--- src/rtl/syzygy_adc_frame_align.sv ---
// Frame-alignment controller: per-lane bitslip search until the frame word matches,
// with lock/loss hysteresis, bounded retries (FAIL) and a software realign request.
//
//   state     | meaning
//   ----------+--------------------------------------------------------------
//   S_SEARCH  | compare frame word; slip on miss, fail when slip budget spent
//   S_WAIT    | SLIP_WAIT idle cycles after a bitslip, frame word ignored
//   S_CONFIRM | counting consecutive matches toward LOCK_COUNT
//   S_LOCKED  | aligned, data_valid high; counting consecutive misses
//   S_FAIL    | slip budget exhausted, error high; held until realign
module syzygy_adc_frame_align #(
    parameter int                NUM_LANES     = 1,
    parameter int                WIDTH         = 8,
    parameter logic [WIDTH-1:0]  FRAME_PATTERN = 8'b11110000,
    parameter int                SLIP_WAIT     = 3,
    parameter int                LOCK_COUNT    = 16,
    parameter int                LOSS_COUNT    = 4,
    parameter int                MAX_SLIPS     = 2 * WIDTH,
    localparam int               CW            = $clog2(MAX_SLIPS + 1)
) (
    input  logic                      slow_clk,
    input  logic                      reset_n,
    input  logic [NUM_LANES*WIDTH-1:0] frame_data,
    input  logic                      realign,
    output logic [NUM_LANES-1:0]      bitslip,
    output logic [NUM_LANES-1:0]      data_valid,
    output logic                      all_locked,
    output logic [NUM_LANES-1:0]      error,
    output logic [NUM_LANES*CW-1:0]   slip_count
);

    localparam int WCW = $clog2(SLIP_WAIT + 1);
    localparam int MCW = $clog2(LOCK_COUNT + 1);
    localparam int LCW = $clog2(LOSS_COUNT + 1);

    typedef enum logic [2:0] {
        S_SEARCH,
        S_WAIT,
        S_CONFIRM,
        S_LOCKED,
        S_FAIL
    } state_t;

    for (genvar i = 0; i < NUM_LANES; i++) begin : g_lane
        state_t         state;
        logic [WCW-1:0] wait_cnt;
        logic [MCW-1:0] match_cnt;
        logic [LCW-1:0] miss_cnt;
        logic [CW-1:0]  slips;
        logic           slip_q;
        logic           valid_q;
        logic           error_q;
        logic           match;

        assign match = (frame_data[i*WIDTH +: WIDTH] == FRAME_PATTERN);

        always_ff @(posedge slow_clk or negedge reset_n) begin
            if (!reset_n) begin
                state     <= S_SEARCH;
                wait_cnt  <= '0;
                match_cnt <= '0;
                miss_cnt  <= '0;
                slips     <= '0;
                slip_q    <= 1'b0;
                valid_q   <= 1'b0;
                error_q   <= 1'b0;
            end else begin
                slip_q <= 1'b0;
                if (realign) begin
                    state     <= S_SEARCH;
                    wait_cnt  <= '0;
                    match_cnt <= '0;
                    miss_cnt  <= '0;
                    slips     <= '0;
                    valid_q   <= 1'b0;
                    error_q   <= 1'b0;
                end else begin
                    case (state)
                        S_SEARCH: begin
                            if (match) begin
                                if (LOCK_COUNT == 1) begin
                                    state    <= S_LOCKED;
                                    valid_q  <= 1'b1;
                                    miss_cnt <= '0;
                                end else begin
                                    state     <= S_CONFIRM;
                                    match_cnt <= MCW'(1);
                                end
                            end else if (slips >= CW'(MAX_SLIPS)) begin
                                state   <= S_FAIL;
                                error_q <= 1'b1;
                            end else begin
                                slip_q   <= 1'b1;
                                slips    <= slips + 1'b1;
                                wait_cnt <= WCW'(SLIP_WAIT);
                                state    <= S_WAIT;
                            end
                        end
                        S_WAIT: begin
                            // down-counter: terminal count 1 means this is the last idle cycle
                            if (wait_cnt <= WCW'(1)) begin
                                wait_cnt <= '0;
                                state    <= S_SEARCH;
                            end else begin
                                wait_cnt <= wait_cnt - 1'b1;
                            end
                        end
                        S_CONFIRM: begin
                            if (match) begin
                                match_cnt <= match_cnt + 1'b1;
                                if (match_cnt + 1'b1 == MCW'(LOCK_COUNT)) begin
                                    state    <= S_LOCKED;
                                    valid_q  <= 1'b1;
                                    miss_cnt <= '0;
                                end
                            end else begin
                                match_cnt <= '0;
                                state     <= S_SEARCH;
                            end
                        end
                        S_LOCKED: begin
                            if (match) begin
                                miss_cnt <= '0;
                            end else if (miss_cnt + 1'b1 == LCW'(LOSS_COUNT)) begin
                                state     <= S_SEARCH;
                                valid_q   <= 1'b0;
                                slips     <= '0;
                                match_cnt <= '0;
                                miss_cnt  <= '0;
                            end else begin
                                miss_cnt <= miss_cnt + 1'b1;
                            end
                        end
                        S_FAIL: begin
                            state <= S_FAIL;
                        end
                        default: begin
                            state <= S_SEARCH;
                        end
                    endcase
                end
            end
        end

        assign bitslip[i]                = slip_q;
        assign data_valid[i]             = valid_q;
        assign error[i]                  = error_q;
        assign slip_count[i*CW +: CW]    = slips;
    end

    assign all_locked = &data_valid;

endmodule

--- config.mk ---
export PLATFORM = sky130hd
export DESIGN_NAME = syzygy_adc_frame_align
export DESIGN_NICKNAME = d
export VERILOG_FILES = /design/src/rtl/syzygy_adc_frame_align.sv
export SDC_FILE = /design/constraint.sdc
export NUM_CORES = 1
export LEC_CHECK = 0
export CORE_MARGIN = 4
export CORE_UTILIZATION = 53
export DETAILED_ROUTE_END_ITERATION = 6
export GPL_TIMING_DRIVEN = 1
export PLACE_DENSITY = 0.79
export RECOVER_POWER = 25
export SETUP_SLACK_MARGIN = 0.2
export SYNTH_ARGS = -nofsm -noshare
export SYNTH_HDL_FRONTEND = slang
export SYNTH_SLANG_ARGS = --single-unit
--- constraint.sdc ---
create_clock -name slow_clk -period 1.8 [get_ports slow_clk]
set_clock_uncertainty 0.1 [all_clocks]
set_input_delay 0.36 -clock slow_clk [delete_from_list [all_inputs] [get_ports slow_clk]]
set_output_delay 0.36 -clock slow_clk [all_outputs]
set_load 0.03 [all_outputs]
-- Word-level counts from Yosys, hierarchy flattened
Index checks and enable logic that the tools add are counted.
- bits in registers: 21
- bits of input ports: 11
- output and inout port bits: 9
- logic and storage cells: 89
- add/subtract/negate cells: 4
- $lt $le $gt $ge: 2
- equality and inequality tests: 17
- mux-type cells: 44
- reductions and logical operators: 14
- operators by type and width (kind ; number):
    $mux 5 ; 8
    $mux 3 ; 13
    $ne 3x3->1 const B ; 8
    $pmux 3 s5 ; 1
    $pmux 5 s3 ; 1
    $mux 1 ; 13
    $add 5x1->5 const B ; 2
    $pmux 5 s2 ; 1
    $reduce_and 5->1 ; 2
    $reduce_and 3->1 ; 3
    $reduce_bool 3->1 ; 3
    $eq 8x8->1 const B ; 1
    $mux 2 ; 4
    $reduce_and 4->1 ; 2
    $eq 3x2->1 const B ; 2
    $eq 3x3->1 const B ; 2
    $pmux 3 s2 ; 1
    $eq 5x5->1 const B ; 1
    $ge 5x5->1 const B ; 1
    $ne 4x4->1 const B ; 1
    $pmux 2 s2 ; 1
    $reduce_bool 2->1 ; 2
    $reduce_bool 4->1 ; 1
    $add 3x1->3 const B ; 1
    6 further kinds ; 6

-- Longest topological paths before layout
- word-level depth: 6
- gate-level depth with buffers: 6
- gate-level depth less buffers: 5

-- Worst setup path before layout
OpenSTA, ideal clock, no wires.
- path type: register -> register
- from: register g_lane[0].miss_cnt[0]
- to: register g_lane[0].match_cnt[3]
- library setup time: 0.130 ns
- data arrival time: 1.422 ns
- data required time: 1.570 ns
- slack: 0.148 ns
- cell stages (with the launch flop): 6
- path buffers: 0
- clock period less this slack: 1.652 ns
- path through: dfrtp_1 > ha_1 > nand2b_1 > a221o_1 > a22oi_2 > o22ai_1
- word-level cells in the longest chain between the ends: 4
- ends and longest elaborated chain (what ; RTL line ; RTL):
    start: declaration ; 48 ; logic [LCW-1:0] miss_cnt;
    start signal: assignment ; 131 ; miss_cnt <= miss_cnt + 1'b1;
    $add 3x1->3 ; 124 ; end else if (miss_cnt + 1'b1 == LCW'(LOSS_COUNT)) begin
    $eq 3x3->1 ; 124 ;
    $ne 3x3->1 (no line) ; -- ;
    $reduce_and 4->1 (no line) ; -- ;
    end signal: assignment ; 110 ; match_cnt <= match_cnt + 1'b1;
    end: declaration ; 47 ; logic [MCW-1:0] match_cnt;
Every way passes these cells.
A chain may end at the register's enable or synchronous reset.

-- Final worst setup path
- from: input port frame_data[0]
- to: register g_lane[0].match_cnt[1]
- word-level cells in the longest chain between the ends: 4
- elaborated cells between the ends (all ways): 7
- classes of those cells: 3 x eq/ne; 3 x mux; 1 x reduce/logical
- ends and longest elaborated chain (what ; RTL line ; RTL):
    start: declaration ; 23 ; input logic [NUM_LANES*WIDTH-1:0] frame_data,
    $eq 8x8->1 (*) ; 55 ; assign match = (frame_data[i*WIDTH +: WIDTH] == FRAME_PATTERN);
    $mux 5 ; 109 ; if (match) begin
    $pmux 5 s3 ; 78 ; case (state)
    $mux 5 ; 69 ; if (realign) begin
Every way passes the cells marked *; elsewhere a longest branch is shown, timed or not.

==> impl_metrics.tcl <==
set metrics [dict create \
    placedInstanceArea_um2 1640 \
    dieWidth_um 57.6 \
    finish.utilization_pct 82.1 \
    postLayoutSetupSlackWorst_ns 0.0150 \
    grt_first_pass_wirelength_um 6060 \
    worst_ep_required_time_ns 1.90 \
    place.port_buffers 19 \
    routed_wl_um 4410 \
    cp-end-kind "flop" \
    setup_viol 0 \
    overflow 0 \
    drv_cap 0 \
    final.setup.tns_ns 0 \
    floorplan.core_area_um2 2280 \
    worst_slew_margin_pct 22.4 \
    total_power_w 0.00124 \
    hold_viol 0 \
    initial_antenna_violation_count 0 \
    preCtsSetupSlack_ns -0.273 \
    fp.dieArea_um2 3320 \
    synth-seq-cells 21 \
    grt_setup_unrepaired "yes" \
    crit_path_start_kind "input port" \
    drive_gt1_share_pct 40.5 \
    post_synth_mux_area_share_pct 1.53 \
    filler_cells 134 \
    detailed_place_hpwl_um 2500 \
    number_of_enable_flip_flop_cells_after_synthesis 0 \
    synthesis.area_um2 1310 \
    maxClockFrequency_ghz 0.560 \
    sequential_area_share_after_synthesis_pct 40.3 \
    layout.nets 201 \
    power.ir.vdd_worst_uv 540 \
    dominant_combinational_cell_family_by_area_after_synthesis "compound AO/OA/AOI/OAI gates" \
    area.sequential_um2 529 \
    ant_nets 0 \
    synth.area.top_cells "dfrtp_1, a21oi_1, ha_1, a21o_1, a31oi_1" \
    detailedRoute.firstIterationViolations 83 \
    wire_per_inst_um 20.7 \
    numClockSinks 21 \
    numCtsBuffers 3 \
    synth-compound-area-share_pct 30.2 \
    post_synth_inst_count 134 \
    synthXorXnorAreaFrac_pct 1.34 \
    antenna-diode-count 0 \
    drt_first_pass_iters 4 \
    routabilityCongestion 0.854 \
    via_per_inst 6.55 \
    clkSlewWorstSetupHoldPaths_ns 0.14 \
    initial_utilization_pct 57.3 \
    die_y_um 57.6 \
    postSynth.asyncResetShare_pct 100 \
    clock_latency_reported_for_the_late_side_of_the_worst_skew_pair_ns 0.33 \
    tightest_slew_ns 1.16 \
    period_minus_slack_ns 1.79 \
    boundaryPins 20 \
    area_delta_synth_final_pct 43.2 \
    power_density_nw_per_um2 663 \
    clk_path_buf_depth 2 \
    synth_top_flop_cell "dfrtp_1" \
    clk_root_buffer_cell "clkbuf_4" \
    crit_path_max_fanout 4 \
    static-leakage-power_nw 0.843 \
    synthDistinctLibCells 49 \
    outcome "finished clean" \
    tritoncts "yes" \
    hold_path_class "reg -> reg" \
    synth_simple_gate_area_share_pct 16.6 \
    synth_common_cells "dfrtp_1, a21oi_1, inv_1, nand2_1" \
    number_of_nets_in_the_synthesized_netlist 149 \
    synth_area_per_cell_um2 9.74 \
    routed-via-count 1395 \
    worst_ep_arrival_time_ns 1.89 \
    multi_input_area_um2 798 \
    timing.final.max_slew_violations 0 \
    finish.instance_area_um2 1870 \
    post-route-period-util_pct 99.2 \
    cell_taking_the_most_area_after_synthesis "dfrtp_1" \
    critPathKind "in -> reg" \
    synth_most_common_cell "dfrtp_1" \
    yosys.area.top_type_share_pct 40.3 \
    drt_drc_violations_left 0 \
    grt_pass1_vias 1306 \
    cts_max_level 1 \
    row_count 17 \
    track_usage_pct 23.5 \
    yosys_warnings 0 \
    arithmetic_cell_share_of_the_synthesized_area_counting_full_adders_half_adders_and_majority_gates_pct 3.84 \
    largest_net_degree_at_the_start_of_global_routing 22 \
]
## timing repair
action                                  4_1_cts  5_1_grt
hold buffers                                  0        0
buffers inserted                              7        9
endpoints found under the setup margin       27       26
pin swaps                                    12       13
gates resized for setup                      32       27
## cells in the final DEF, fill, tap and decap left out, types with 2 or more instances in the layout
| cell | netlist | routed |
|---|---|---|
| nor2_1 | 7 | 6 |
| nand2_1 | 8 | 6 |
| a31oi_1 | 6 | 6 |
| dfrtp_1 | 21 | 18 |
| a21oi_4 | 0 | 2 |
| clkdlybuf4s50_1 | 0 | 7 |
| nand3_1 | 3 | 3 |
| inv_1 | 8 | 8 |
| and3_1 | 2 | 2 |
| clkdlybuf4s15_2 | 0 | 2 |
| clkdlybuf4s15_1 | 0 | 2 |
| nor3_1 | 2 | 2 |
| buf_6 | 1 | 4 |
| clkbuf_4 | 0 | 3 |
| clkbuf_2 | 0 | 5 |
| mux2i_1 | 2 | 2 |
| dlygate4sd2_1 | 0 | 2 |
| or4_4 | 2 | 2 |
| a21o_1 | 5 | 5 |
| buf_4 | 3 | 31 |
| o21ai_0 | 7 | 2 |
| o21ai_1 | 0 | 5 |
| xnor2_1 | 2 | 2 |
| and4bb_2 | 1 | 2 |
| nand2b_1 | 4 | 3 |
| nor2_2 | 1 | 2 |
| a22o_1 | 2 | 2 |
| dfrtp_2 | 0 | 3 |
| ha_1 | 4 | 3 |
| o22ai_1 | 2 | 2 |
| a21oi_1 | 11 | 7 |
| a21oi_2 | 1 | 3 |
| a22oi_2 | 1 | 2 |
## path summary, 6_finish.rpt
check / from / to / slack, ns / cells after the start
max: frame_data[0] / g_lane[0].match_cnt[1]$_DFFE_PN0P_ / 0.01 / 5
min: error$_DFFE_PN0P_ / error$_DFFE_PN0P_ / 0.43 / 2
max reg2reg: g_lane[0].miss_cnt[1]$_DFFE_PN0P_ / g_lane[0].match_cnt[1]$_DFFE_PN0P_ / 0.01 / 5
min reg2reg: error$_DFFE_PN0P_ / error$_DFFE_PN0P_ / 0.43 / 2
max in group asynchronous: reset_n / g_lane[0].state[1]$_DFFE_PN0P_ / 0.23 / 2
min in group asynchronous: reset_n / g_lane[0].match_cnt[3]$_DFFE_PN0P_ / 0.59 / 2
## critical path: stages
cell and delay (ns):
clkdlybuf4s50_1 0.45, and4bb_2 0.25, a221o_1 0.40, a22oi_2 0.29
o21ai_1 0.13
## registers in the layout (all words and copies together), names as in the netlist
signal and count:
all_locked 1, g_lane.miss_cnt 3, g_lane.wait_cnt 2, bitslip 1, slip_count 5, g_lane.state 3
g_lane.match_cnt 5, error 1
## per-stage QoR
stage          cells  hold slack, ns
2_1_floorplan    134         -0.0356
3_3_place_gp     193           0.377
3_5_place_dp     193           0.403
4_1_cts          204           0.258
5_1_grt          213           0.485
6_report         213           0.432
## power by group
part	switching [W]	total [W]	internal, W
registers	0.0000678	0.000588	0.000520
logic	0.000238	0.000398	0.000160
clock network	0.000170	0.000253	0.0000835
## logic make-up after synthesis
kind of cell / Yosys count
compound gates: 52
xor+xnor: 2
fa+ha+maj: 4
buf+inv: 16
flops: 21
mux: 2
simple gates: 37
## cell type report
class,count,area share [%]
multi-input combinational,97,42.7
timing repair buffer,55,24.0
inverter,8,1.61
clock inverter,1,0.268
tap,28,1.87
clock buffer,3,1.20
sequential,21,28.3
## metal layers
layer  wire length (um)  global-route usage (%)
met4                228                    11.3
met1               1720                    28.8
met2               2150                    40.2
met3                304                    3.56
met5                  0                       0
(Power assumes the default switching activity.)
